===== src/rtl/ram_rd_streamer.sv =====
// Read-side sequencer: turns {base,len} commands into RAM read requests and a last-tagged stream.
// Optional RD_STREAMER_STATS_EN adds saturating stall and completed-command counters.
module ram_rd_streamer #(
  parameter int width_p  = 64,
  parameter int els_p    = 256,
  parameter int addr_w_p = $clog2(els_p),
  parameter int len_w_p  = addr_w_p + 1
) (
  input  logic                clk,
  input  logic                rst_n,
  input  logic                cmd_val,
  input  logic [addr_w_p-1:0] cmd_base_addr,
  input  logic [len_w_p-1:0]  cmd_len,
  output logic                cmd_rdy,
  output logic                rd_req_val,
  output logic [addr_w_p-1:0] rd_req_addr,
  input  logic                rd_req_rdy,
  input  logic                rd_resp_val,
  input  logic [width_p-1:0]  rd_resp_data,
  output logic                rd_resp_rdy,
  output logic                out_val,
  output logic [width_p-1:0]  out_data,
  output logic                out_last,
  input  logic                out_rdy,
  output logic                busy
`ifdef RD_STREAMER_STATS_EN
  ,
  output logic [31:0]         stat_stall_cycles,
  output logic [31:0]         stat_cmds_done
`endif
);

  typedef enum logic [1:0] {
    IDLE,
    ISSUE,
    DRAIN
  } state_e;

  localparam logic [len_w_p-1:0]  LOne = 1;
  localparam logic [addr_w_p-1:0] AOne = 1;

  state_e              state_q, state_d;
  logic [addr_w_p-1:0] addr_q, addr_d;
  logic [len_w_p-1:0]  len_q, len_d;
  logic [len_w_p-1:0]  issued_q, issued_d;
  logic [len_w_p-1:0]  rcvd_q, rcvd_d;
  logic                active;
  logic                req_fire;
  logic                out_fire;

  assign active   = (state_q != IDLE);
  assign req_fire = rd_req_val & rd_req_rdy;
  assign out_fire = out_val & out_rdy;

  always_comb begin
    cmd_rdy     = (state_q == IDLE);
    busy        = active;
    rd_req_val  = (state_q == ISSUE) && (issued_q < len_q);
    rd_req_addr = addr_q;
    // Outside a command, responses are stale: sink them, never forward.
    out_val     = active & rd_resp_val;
    out_data    = active ? rd_resp_data : '0;
    rd_resp_rdy = active ? out_rdy : 1'b1;
    out_last    = out_val && (rcvd_q == len_q - LOne);
  end

  always_comb begin
    state_d  = state_q;
    addr_d   = addr_q;
    len_d    = len_q;
    issued_d = issued_q;
    rcvd_d   = rcvd_q;
    if (out_fire) begin
      rcvd_d = rcvd_q + LOne;
    end
    unique case (state_q)
      IDLE: begin
        if (cmd_val && (cmd_len != '0)) begin
          addr_d   = cmd_base_addr;
          len_d    = cmd_len;
          issued_d = '0;
          rcvd_d   = '0;
          state_d  = ISSUE;
        end
      end
      ISSUE: begin
        if (req_fire) begin
          issued_d = issued_q + LOne;
          addr_d   = addr_q + AOne;
          if (issued_q == len_q - LOne) begin
            state_d = DRAIN;
          end
        end
      end
      DRAIN: begin
        if (out_fire && out_last) begin
          state_d = IDLE;
        end
      end
      default: state_d = IDLE;
    endcase
  end

  always_ff @(posedge clk or negedge rst_n) begin
    if (!rst_n) begin
      state_q  <= IDLE;
      addr_q   <= '0;
      len_q    <= '0;
      issued_q <= '0;
      rcvd_q   <= '0;
    end else begin
      state_q  <= state_d;
      addr_q   <= addr_d;
      len_q    <= len_d;
      issued_q <= issued_d;
      rcvd_q   <= rcvd_d;
    end
  end

`ifdef RD_STREAMER_STATS_EN
  logic [31:0] stall_q, stall_d;
  logic [31:0] done_q, done_d;

  always_comb begin
    stall_d = stall_q;
    done_d  = done_q;
    if (out_val && !out_rdy && (stall_q != '1)) begin
      stall_d = stall_q + 32'd1;
    end
    if (out_fire && out_last && (done_q != '1)) begin
      done_d = done_q + 32'd1;
    end
  end

  always_ff @(posedge clk or negedge rst_n) begin
    if (!rst_n) begin
      stall_q <= '0;
      done_q  <= '0;
    end else begin
      stall_q <= stall_d;
      done_q  <= done_d;
    end
  end

  assign stat_stall_cycles = stall_q;
  assign stat_cmds_done    = done_q;
`else
  // Statistics counters are not built in this configuration.
`endif

endmodule


===== config.mk =====
export PLATFORM = sky130hd
export DESIGN_NAME = ram_rd_streamer
export DESIGN_NICKNAME = d
export VERILOG_FILES = /design/src/rtl/ram_rd_streamer.sv
export SDC_FILE = /design/constraint.sdc
export NUM_CORES = 1
export LEC_CHECK = 0
export ABC_AREA = 0
export CAP_MARGIN = 10
export CORE_AREA = 4 4 89 91
export DETAILED_ROUTE_END_ITERATION = 10
export DIE_AREA = 0 0 93 95
export GPL_TIMING_DRIVEN = 0
export PLACE_DENSITY = 0.9
export REMOVE_ABC_BUFFERS = 1
export SLEW_MARGIN = 10
export SYNTH_ARGS = -nofsm -noshare
export SYNTH_HDL_FRONTEND = slang
export SYNTH_SLANG_ARGS = --single-unit

===== constraint.sdc =====
create_clock -name clk -period 6.72 [get_ports clk]
set_clock_uncertainty 0.2 [all_clocks]
set_input_delay 2.016 -clock clk [delete_from_list [all_inputs] [get_ports clk]]
set_output_delay 2.016 -clock clk [all_outputs]
set_load 0.05 [all_outputs]

==> results.toml <==
[run_status]
status = "finished clean"

[route]
vias_per_cell = 5.23
vias = 3254
drtPass1Iterations = 5
wl_mm = 10.2
drc_errors = 0
wl_per_cell_um = 16.4
drtIter0Drc = 167
antenna_left = 0

[timing]
finalSetupViolCount = 0
tightest_slew_ns = 1.17
period_needed_ns = 6.26
finalCritPeriodShare_pct = 93.2
rsz0062_at_grt = "false"
maxSlewViolCount = 0
slew_headroom_pct = 21.9
max_clock_freq_ghz = 0.160
totalNegativeSetupSlack_ns = 0
hold_violations = 0

[placed_design]
placed_area_um2 = 4710
port_buffers = 164
hpwl_mm = 8.39
gp_congestion = 0.852

[cts]
cts_resized = 0
clock_latency_ns = 0.29
root_buffer = "clkbuf_8"
cts_sinks = 37
cts_tree = "yes"
cts_setup_buffers = 0
htree_levels = 2
clk_path_buf_depth = 2
clk_pin_slew_worst_paths_ns = 0.07
hold_buffers = 0
cts_made_buffers = 5

[grt]
grt_pass1_wl_mm = 15.9
grt_max_degree = 71
track_usage_pct = 22.9
grt_pass1_vias = 3139
antenna_found_initial = 0
gr-total-overflow = 0

[final_layout]
finalNetCount = 622
stdcell_area_um2 = 4790
final_common_cell = "clkdlybuf4s50_1"
syn2layout_area_growth_pct = 58.7
layout_common_cells = "163 x clkdlybuf4s50_1, 66 x and2_1, 37 x dfrtp_1"
drive_gt1_share_pct = 3.82
antenna_cells = 0

[power]
powerDensity_nw_per_um2 = 143
p_leak_nw = 2.00
finalPower_w = 0.000685
vdd_ir_drop_max_mv = 0.0847

[hold_path]
hold_path_depth = 1
min_to = "issued_q[0]"
hold_path.class = "reg -> reg"
hp-start = "issued_q[0]"

[worst_setup_path]
worstRegToRegCells = 8
rr_endpoint = "state_q[0]"
rr_startpoint = "len_q[3]"
required_ns = 4.50
startpoint_type = "primary input"
worst-setup-path-type = "in -> out"
crit_fanout = 3
cp-end-kind = "output pin"
cp.arrival_ns = 4.05
rrSetupSlack_ns = 3.56

[job]
max_cap_violations = 0

[synth]
ys.flop_type = "dfrtp_1"
post-synth-top-area-cell = "dfrtp_1"
synthesis.area_um2 = 3020
seq_area_frac_synth_pct = 30.7
synth.area.top_cells = "dfrtp_1 31%, and2_1 14%, ha_1 5.4%, xnor2_1 4.1%, xor2_1 4.1%"
async_flop_share_pct = 100
synth-seq-cells = 37
netlist.area_leader.share_pct = 30.7
avgSynthCellArea_um2 = 8.12
synth_edf_count = 0
ys_warn_count = 0
synth.distinct_cells = 48
synthCells = 372

[die]
dieArea_um2 = 8840
core_um2 = 7140
start_util_pct = 42.3
fp.dieH_um = 95
dieWidth_um = 93
fp-row-count = 31
io_pins = 165
## cell type report
cell class	count	area, um^2
timing repair buffer	165	1660
fill	570	2340
tap	99	124
inverter	14	52.6
clock buffer	6	72.6
clock inverter	2	10.0
multi-input combinational	299	1940
sequential	37	926
## per-stage QoR
step	instances	hold WS (ns)	utilization [%]	setup WS, ns
3_5_place_dp	614	0.346	66.0	0.592
6_report	622	0.350	67.2	0.457
4_1_cts	622	0.355	67.2	0.479
2_1_floorplan	350	0.300	-	1.47
5_1_grt	622	0.391	67.2	0.436
3_3_place_gp	613	0.320	65.6	0.606
## layer usage
metal	vias up	GRT usage [%]	wire (um)
li1	1573	-	-
met1	1509	25.9	3830
met2	146	42.6	5430
met3	26	5.10	681
met4	0	7.20	274
met5	-	0	0
## worst max path at each step
stage	start	to	cells past startpoint
6_report	rd_resp_val	out_last	6
2_1_floorplan	rd_resp_val	out_last	4
4_1_cts	rd_resp_val	out_last	6
3_3_place_gp	rd_resp_val	out_last	6
5_1_grt	rd_resp_val	out_last	6
3_5_place_dp	rd_resp_val	out_last	6
## Yosys cell counts (2+ instances only)
cell      instances
a21o_1            2
a21oi_1          21
a31oi_1           5
and2_1           66
and3_1            8
and4_1            2
buf_2             4
buf_6             2
clkbuf_1         15
dfrtp_1          37
ha_1             13
inv_1            14
mux2i_1           2
nand2_1          32
nand2b_1          5
nand3_1          10
nand4_1          15
nor2_1           23
nor2b_1           3
nor3_1            6
nor4_4            2
o21a_1            2
o21ai_0          24
o21ai_1           2
o22ai_1           4
or3_1             5
xnor2_1          14
xor2_1           14
## sequential cells by signal, summed over array words and instances (netlist names)
register,count
rd_req_addr,8
rcvd_q,9
issued_q,9
state_q,2
len_q,9
## critical path: stages
cell,delay (ns)
clkdlybuf4s50_1,0.50
nand4_1,0.11
a31oi_1,0.23
nand4_1,0.15
nor2_1,0.21
clkdlybuf4s50_1,0.84
## power breakdown
group	internal, W	switching [W]
Clock	0.0000719	0.0000806
Sequential	0.000241	0.0000323
Combinational	0.000127	0.000132
## kinds of logic after synthesis
kind of cell	share of synthesized area [%]
xor gates and xnor gates	8.91
AOI/OAI and AO/OA	13.8
adders and majority gates	5.39
and+or+nand+nor	35.3
DFF	30.7
buffers and inverters	5.26
muxes	0.663
(Power assumes the default switching activity.)
